===== src/rtl/mcu_pkg.sv =====
// Shared definitions for the instruction sequencer: opcodes, ALU control
// encodings, sequencer state encoding and the decoded-field bundle.
package mcu_pkg;

  localparam logic [3:0] OP_NOP  = 4'h0;
  localparam logic [3:0] OP_ADD  = 4'h1;
  localparam logic [3:0] OP_ADDI = 4'h2;
  localparam logic [3:0] OP_ADDA = 4'h3;
  localparam logic [3:0] OP_HALT = 4'hF;

  localparam logic [1:0] ALUK_ADD = 2'b11;

  localparam logic [1:0] SR2SEL_REG  = 2'b00;
  localparam logic [1:0] SR2SEL_DATA = 2'b01;
  localparam logic [1:0] SR2SEL_ADDR = 2'b10;

  typedef enum logic [2:0] {
    ST_IDLE,
    ST_FETCH,
    ST_DECODE,
    ST_EXECUTE,
    ST_WRITEBACK,
    ST_HALT
  } state_t;

  // Everything the ALU stage and register bank need from one instruction
  typedef struct packed {
    logic [1:0] aluk;
    logic [1:0] sr2select;
    logic [2:0] register1;
    logic [2:0] register2;
    logic [2:0] dr;
    logic [7:0] data;
    logic [6:0] address;
  } fields_t;

endpackage


===== src/rtl/instr_decode.sv =====
// Purely combinational instruction decoder: splits a 16-bit instruction word
// into ALU control fields and classifies it. Unused operands come out as 0.
module instr_decode
  import mcu_pkg::*;
(
  input  logic [15:0] ir,
  output fields_t     fields,
  output logic        is_alu,
  output logic        is_halt,
  output logic        is_illegal
);

  always_comb begin
    fields     = '0;
    is_alu     = 1'b0;
    is_halt    = 1'b0;
    is_illegal = 1'b0;
    case (ir[15:12])
      OP_NOP: ;
      OP_ADD: begin
        is_alu           = 1'b1;
        fields.aluk      = ALUK_ADD;
        fields.sr2select = SR2SEL_REG;
        fields.dr        = ir[11:9];
        fields.register1 = ir[8:6];
        fields.register2 = ir[2:0];
      end
      OP_ADDI: begin
        is_alu           = 1'b1;
        fields.aluk      = ALUK_ADD;
        fields.sr2select = SR2SEL_DATA;
        fields.dr        = ir[11:9];
        fields.register1 = ir[11:9];
        fields.data      = ir[7:0];
      end
      OP_ADDA: begin
        is_alu           = 1'b1;
        fields.aluk      = ALUK_ADD;
        fields.sr2select = SR2SEL_ADDR;
        fields.dr        = ir[11:9];
        fields.register1 = ir[11:9];
        fields.address   = ir[6:0];
      end
      OP_HALT: is_halt = 1'b1;
      default: is_illegal = 1'b1;
    endcase
  end

endmodule


===== src/rtl/ctrl_sequencer.sv =====
// Fetch/decode/execute/writeback sequencer feeding the ALU stage. Fetches one
// 16-bit instruction per pass over a req/ack handshake and strobes writeback.
module ctrl_sequencer
  import mcu_pkg::*;
#(
  parameter int              PC_W     = 8,
  parameter logic [PC_W-1:0] RESET_PC = '0
)
(
  input  logic            CLK,
  input  logic            RST,
  input  logic            RUN,
  output logic            IMEM_REQ,
  output logic [PC_W-1:0] IMEM_ADDR,
  input  logic            IMEM_ACK,
  input  logic [15:0]     IMEM_RDATA,
  output logic [1:0]      ALUK,
  output logic [1:0]      SR2select,
  output logic [2:0]      REGISTER1,
  output logic [2:0]      REGISTER2,
  output logic [7:0]      DATA,
  output logic [6:0]      ADDRESS,
  output logic            GATEALU,
  output logic            LDREG,
  output logic [2:0]      DR,
  output logic            HALTED,
  output logic            ILLEGAL
);

  state_t          state, state_nxt;
  logic [PC_W-1:0] pc;
  logic [15:0]     ir;
  fields_t         dec_fields, fld;
  logic            is_alu, is_halt, is_illegal;

  instr_decode u_decode (
    .ir         (ir),
    .fields     (dec_fields),
    .is_alu     (is_alu),
    .is_halt    (is_halt),
    .is_illegal (is_illegal)
  );

  always_ff @(posedge CLK or posedge RST) begin
    if (RST) state <= ST_IDLE;
    else     state <= state_nxt;
  end

  // IR and PC only move on the accepted fetch; ACK elsewhere is ignored
  always_ff @(posedge CLK or posedge RST) begin
    if (RST) begin
      pc <= RESET_PC;
      ir <= '0;
    end else if (state == ST_FETCH && IMEM_ACK) begin
      ir <= IMEM_RDATA;
      pc <= pc + PC_W'(1);
    end
  end

  always_ff @(posedge CLK or posedge RST) begin
    if (RST)                    fld <= '0;
    else if (state == ST_DECODE) fld <= dec_fields;
  end

  always_comb begin
    state_nxt = state;
    IMEM_REQ  = 1'b0;
    GATEALU   = 1'b0;
    LDREG     = 1'b0;
    HALTED    = 1'b0;
    ILLEGAL   = 1'b0;
    case (state)
      ST_IDLE: if (RUN) state_nxt = ST_FETCH;
      ST_FETCH: begin
        IMEM_REQ = 1'b1;
        if (IMEM_ACK) state_nxt = ST_DECODE;
      end
      ST_DECODE: begin
        ILLEGAL = is_illegal;
        if (is_alu)       state_nxt = ST_EXECUTE;
        else if (is_halt) state_nxt = ST_HALT;
        else              state_nxt = ST_FETCH;
      end
      ST_EXECUTE: begin
        GATEALU   = 1'b1;
        state_nxt = ST_WRITEBACK;
      end
      ST_WRITEBACK: begin
        LDREG     = 1'b1;
        state_nxt = RUN ? ST_FETCH : ST_IDLE;
      end
      ST_HALT: HALTED = 1'b1;
      default: state_nxt = ST_IDLE;
    endcase
  end

  assign IMEM_ADDR = pc;
  assign ALUK      = fld.aluk;
  assign SR2select = fld.sr2select;
  assign REGISTER1 = fld.register1;
  assign REGISTER2 = fld.register2;
  assign DATA      = fld.data;
  assign ADDRESS   = fld.address;
  assign DR        = fld.dr;

endmodule


===== config.mk =====
export PLATFORM = sky130hd
export DESIGN_NAME = ctrl_sequencer
export DESIGN_NICKNAME = d
export VERILOG_FILES = /design/src/rtl/mcu_pkg.sv /design/src/rtl/instr_decode.sv /design/src/rtl/ctrl_sequencer.sv
export SDC_FILE = /design/constraint.sdc
export NUM_CORES = 1
export LEC_CHECK = 0
export CAP_MARGIN = 20
export CORE_UTILIZATION = 43
export DETAILED_ROUTE_END_ITERATION = 8
export PLACE_DENSITY = 0.8
export SYNTH_ARGS = -nofsm -noshare
export SYNTH_HDL_FRONTEND = slang
export SYNTH_SLANG_ARGS = --single-unit
export TNS_END_PERCENT = 30

===== constraint.sdc =====
create_clock -name CLK -period 2.09 [get_ports CLK]
set_clock_uncertainty 0.05 [all_clocks]
set_input_delay 0.3135 -clock CLK [delete_from_list [all_inputs] [get_ports CLK]]
set_output_delay 0.3135 -clock CLK [all_outputs]
set_load 0.02 [all_outputs]

# Yosys cells after proc, flatten, opt, wreduce, memory -nomap -nowiden
# Index checks and enable logic that the tools add are counted.
word_totals:
  word_cells: 48
  in_bits: 20
  ff_bits: 55
  out_inout_bits: 41
classes:
  n_addsub: 1
  n_mux: 19
  reduce_logical: 6
  bitwise: 1
  eq_ne: 11
ops:
  columns: ["op", "n"]
  rows:
  - ["case mux 7 bit (3 select lines)", 1]
  - ["two-way mux 3 bit", 6]
  - ["case mux 3 bit (6 select lines)", 1]
  - ["two-way mux 1 bit", 9]
  - ["adder 8 x 1 -> 8 bit (second input constant)", 1]
  - ["== test 4 x 2 -> 1 bit (second input constant)", 2]
  - ["two-way mux 8 bit", 1]
  - ["two-way mux 7 bit", 1]
  - ["== test 3 x 2 -> 1 bit (second input constant)", 2]
  - ["== test 3 bit (second input constant)", 2]
  - ["OR reduction 5 bit", 1]
  - ["== test 4 x 1 -> 1 bit (second input constant)", 1]
  - ["== test 4 bit (second input constant)", 1]
  - ["logical NOT 4 bit", 1]
  - ["inequality test 2 bit (second input constant)", 2]
  - ["== test 3 x 1 -> 1 bit (second input constant)", 1]
  - ["logical NOT 3 bit", 1]
  - ["AND reduction 3 bit", 1]
  - ["OR reduction 3 bit", 1]
  - ["logical AND 1 bit", 1]
  - ["inverter 1 bit", 1]

# Longest topological paths before layout
logic_depth:
  depth_word: 5
  depth_mapped: 6
  ltp_nobuf: 3

# Hierarchy
# From an unflattened synthesis, not the netlist that was laid out.
hier_totals:
  cells_unflattened: 188
  hier_area_um2: 2570.0
modules_own_cells:
  columns: ["module", "n_inst", "cells_each", "area_each_um2"]
  rows:
  - ["ctrl_sequencer", 1, 145, 2277.2]
  - ["instr_decode", 1, 43, 292.8]

# Worst setup path after synthesis
# No wires, ideal clock.
synth_timing:
  path_kind: "register -> output"
  from: "reg state[2]"
  to: "out ILLEGAL"
  stages_incl_launch_ff: 7
  path_slack_ns: 0.191
  t_arrival_ns: 1.535
  path_cell_list: "dfrtp_1 buf_6 nand2b_1 nand2b_4 buf_6 buf_6 nor3_1"
synth_via:
  elab_chain_cells: 2
synth_lines:
  columns: ["element", "line", "text"]
  rows:
  - ["start: declaration", "ctrl_sequencer.sv:30", "state_t state, state_nxt;"]
  - ["start signal: assignment", "ctrl_sequencer.sv:46", "else state <= state_nxt;"]
  - ["== test 3 x 2 -> 1 bit", "ctrl_sequencer.sv:72", "case (state)"]
  - ["two-way mux 1 bit", "ctrl_sequencer.sv:72", null]
  - ["end: declaration", "ctrl_sequencer.sv:27", "output logic ILLEGAL"]
# Every way passes these cells.

# Worst setup path after layout
layout_timing:
  from: "reg state[0]"
  to: "out HALTED"
layout_via:
  elab_chain_cells: 2
layout_lines:
  columns: ["element", "line", "text"]
  rows:
  - ["== test 3 bit", "ctrl_sequencer.sv:72", null]
  - ["two-way mux 1 bit", "ctrl_sequencer.sv:72", null]
  - ["end: declaration", "ctrl_sequencer.sv:26", "output logic HALTED,"]
# Every way passes these cells.

==> metrics.csv <==
stage,metric,value,unit
outcome,status,finished clean,
final_layout,final_core_util,59.5,%
final_layout,final_nets,280,
final_layout,fill_cells,458,
clock_network,cts_buffers,5,
flow_run,maxCapViolCount,0,
worst_setup_path,critical_path_arrival,1.62,ns
detailed_routing,wl,4710,um
placement,dpl-instance-area,2940,sq um
global_route,grt.total_usage,17.9,%
floorplan,ioPinCount,61,
floorplan,initial_core_util,44.9,%
yosys,ys_ff_latch,54,
worst_setup_path,path_cells,"buf_4, nand2_1, nor2_1, clkdlybuf4s50_1",
yosys,synthCells,196,
yosys,synth_common_cells,"dfrtp_1, nand2_1, a22o_1, nor2_1",
sta,fin_crit_sh,94.8,%
placement,place_hpwl,3430,um
clock_network,clkLatencyLatePin,0.31,ns
yosys,yosysTopAreaCell,dfrtp_1,
detailed_routing,highest_layer,met4,
sta,layout_min_cycle_time,1.98,ns
sta,fin_ws,0.108,ns
worst_setup_path,endpoint_kind,output port,
placement,gp_congestion,0.727,
placement,port_buffers,60,
global_route,grt_overflow,0,
sta,finalMaxSlewViolations,0,
detailed_routing,dr_wl_met3,267,um
yosys,synth-edff-count,0,
yosys,synthDistinctLibCells,37,
yosys,synth.most_common_cell,dfrtp_1,
clock_network,clockBufferDepth,2,
sta,hold_viol_final,0,
power_and_ir_drop,p_per_area,1410,nW/um^2
sta,tightestPinTransition,0.392,ns
yosys,yosys_warnings,0,
floorplan,die-area,5630,sq um
detailed_routing,drt-met1-wl,2110,um
placement,post-place-ws,0.234,ns
yosys,yosysTopAreaCellShare,59.0,%
yosys,synth_nets,217,
global_route,grt_pass1_wl,7360,um
detailed_routing,wl_met2,2300,um
global_route,grt_pass1_vias,1527,
final_layout,drive_above_1_share,10.4,%
worst_setup_path,path_class,flip-flop to output port,
yosys,ys.flop_type,dfrtp_1,
sta,setup_viol,0,
clock_network,cts-root-buf,clkbuf_8,
power_and_ir_drop,p_leak,1.45,nW
sta,relSlewSlack,73.8,%
clock_network,cts_tree,built,
sta,rsz0062_at_grt,false,
worst_setup_path,critPathMaxFanout,10,
yosys,async_flop_share,100,%
detailed_routing,drc_errors,0,
final_layout,insertedDiodeCount,0,
yosys,ys_seq_area_share,59.0,%
sta,setup_tns,0,ns
global_route,antenna_found_initial,0,
worst_setup_path,slowest_stage,clkdlybuf4s50_1,
detailed_routing,vias,1678,
detailed_routing,dr.pass1.iters,4,
floorplan,num_rows,26,
clock_network,postCtsSetupBuffers,0,
detailed_routing,wl_per_cell,14.3,um
worst_setup_path,startpoint_type,flip-flop,
worst_setup_path,cpPeakStageDelay,0.60,ns
yosys,syn-cell-area,2290,sq um
detailed_routing,antenna_left,0,
final_layout,fin_area,3040,sq um
power_and_ir_drop,ir_drop,0.000688,V
floorplan,die_width,75.0,um
sta,fmax,504,MHz
clock_network,clk_pin_slew_worst_paths,0.10,ns
worst_setup_path,cp.required,1.73,ns
detailed_routing,drt_iter0_drc,119,
detailed_routing,viasPerCell,5.08,
global_route,grt_max_degree,55,
floorplan,die_y,75.0,um
yosys,synth_area_per_cell,11.7,sq um
clock_network,clock_sinks,54,
clock_network,ctsHtreeMaxLevel,2,
final_layout,syn_to_final_growth,32.5,%
floorplan,coreArea,5110,sq um
min_path,hp-class,input port to asynchronous set/reset pin,
yosys,yosys-top-cells-area,"dfrtp_1, nand2_1, a22o_1",
## layout make-up
type                       instances  area [sq um]  area share (%)
inverter                           2          7.51           0.247
tap                               70          87.6            2.88
clock inverter                     3          21.3           0.700
sequential                        54          1350            44.5
timing repair buffer              70           692            22.8
clock buffer                       5          68.8            2.27
multi-input combinational        126           810            26.6
## cell usage in the layout, fill, tap and decap left out, drive strengths merged, types with 2 or more instances in the layout
| cell type | instances |
|---|---|
| nor3 | 2 |
| buf | 10 |
| a21o | 3 |
| clkbuf | 5 |
| inv | 2 |
| nand2 | 53 |
| and4 | 3 |
| nand4 | 4 |
| nand2b | 2 |
| clkdlybuf4s50 | 57 |
| clkinv | 2 |
| nor3b | 2 |
| dfrtp | 54 |
| a21oi | 4 |
| a22o | 21 |
| dlymetal6s2s | 2 |
| a32oi | 3 |
| nand3b | 2 |
| xnor2 | 7 |
| nor2 | 7 |
## metal layers
layer | GRT usage [%] | up-vias
li1 | - | 808
met1 | 23.3 | 809
met2 | 30.0 | 56
met3 | 4.82 | 5
met4 | 3.77 | 0
met5 | 0 | -
## critical path: cells and delay by family, from the launching register on
| kind | cells | cell delay (ns) |
|---|---|---|
| and+or+nand+nor | 2 | 0.17 |
| buffers and inverters | 2 | 0.78 |
| DFF | 1 | 0.37 |
## kinds of logic (layout without fill, tap and decap cells)
kind of cell    after synthesis  after routing  synth area share [%]
compound gates               36             36                  12.8
xor+xnor                      7              7                  3.00
fa+ha+maj                     1              1                 0.546
buf+inv                      16             80                  5.73
flops                        54             54                  59.0
simple gates                 82             82                  18.9
## stage by stage
step | cells | hold WS (ns) | power (mW)
2_1_floorplan | 196 | 0.369 | 2.95
3_3_place_gp | 322 | 0.411 | 3.66
3_5_place_dp | 322 | 0.417 | 3.75
4_1_cts | 330 | 0.314 | 4.32
5_1_grt | 330 | 0.330 | 4.56
6_report | 330 | 0.302 | 4.27
## where the power goes
part | internal (mW) | switching, mW | leakage, nW
registers | 1.44 | 0.347 | 0.707
clock network | 0.236 | 0.339 | 0.0441
logic | 0.930 | 0.974 | 0.698
total | 2.61 | 1.66 | 1.45
## what timing repair did
action	4_1_cts	5_1_grt
endpoints found under the setup margin	1	2
endpoints found under the hold margin	0	0
gates resized for setup	1	2
cloned	0	0
hold buffers	0	0
## registers in the layout (all words and copies together) (netlist names)
signal,cells
DATA,8
REGISTER1,3
REGISTER2,3
ir,16
DR,3
SR2select,2
state,3
ADDRESS,7
ALUK,1
IMEM_ADDR,8
## path summary, 6_finish.rpt
| path | slack (ns) | startpoint | cells past startpoint | endpoint |
|---|---|---|---|---|
| worst min register to register | 0.43 | IMEM_ADDR[7]$_DFFE_PP0P_ | 1 | IMEM_ADDR[7]$_DFFE_PP0P_ |
| worst max-delay path | 0.11 | state[0]$_DFFE_PP0P_ | 4 | HALTED |
| worst max register to register | 0.56 | state[0]$_DFFE_PP0P_ | 4 | DATA[4]$_DFFE_PP0P_ |
| min in group CLK | 0.43 | IMEM_ADDR[7]$_DFFE_PP0P_ | 1 | IMEM_ADDR[7]$_DFFE_PP0P_ |
| worst min-delay path | 0.30 | RST | 3 | IMEM_ADDR[0]$_DFFE_PP0P_ |
| max in group asynchronous | 1.44 | RST | 3 | ir[0]$_DFFE_PP0P_ |
No activity file was read; power rests on OpenSTA's default activity.
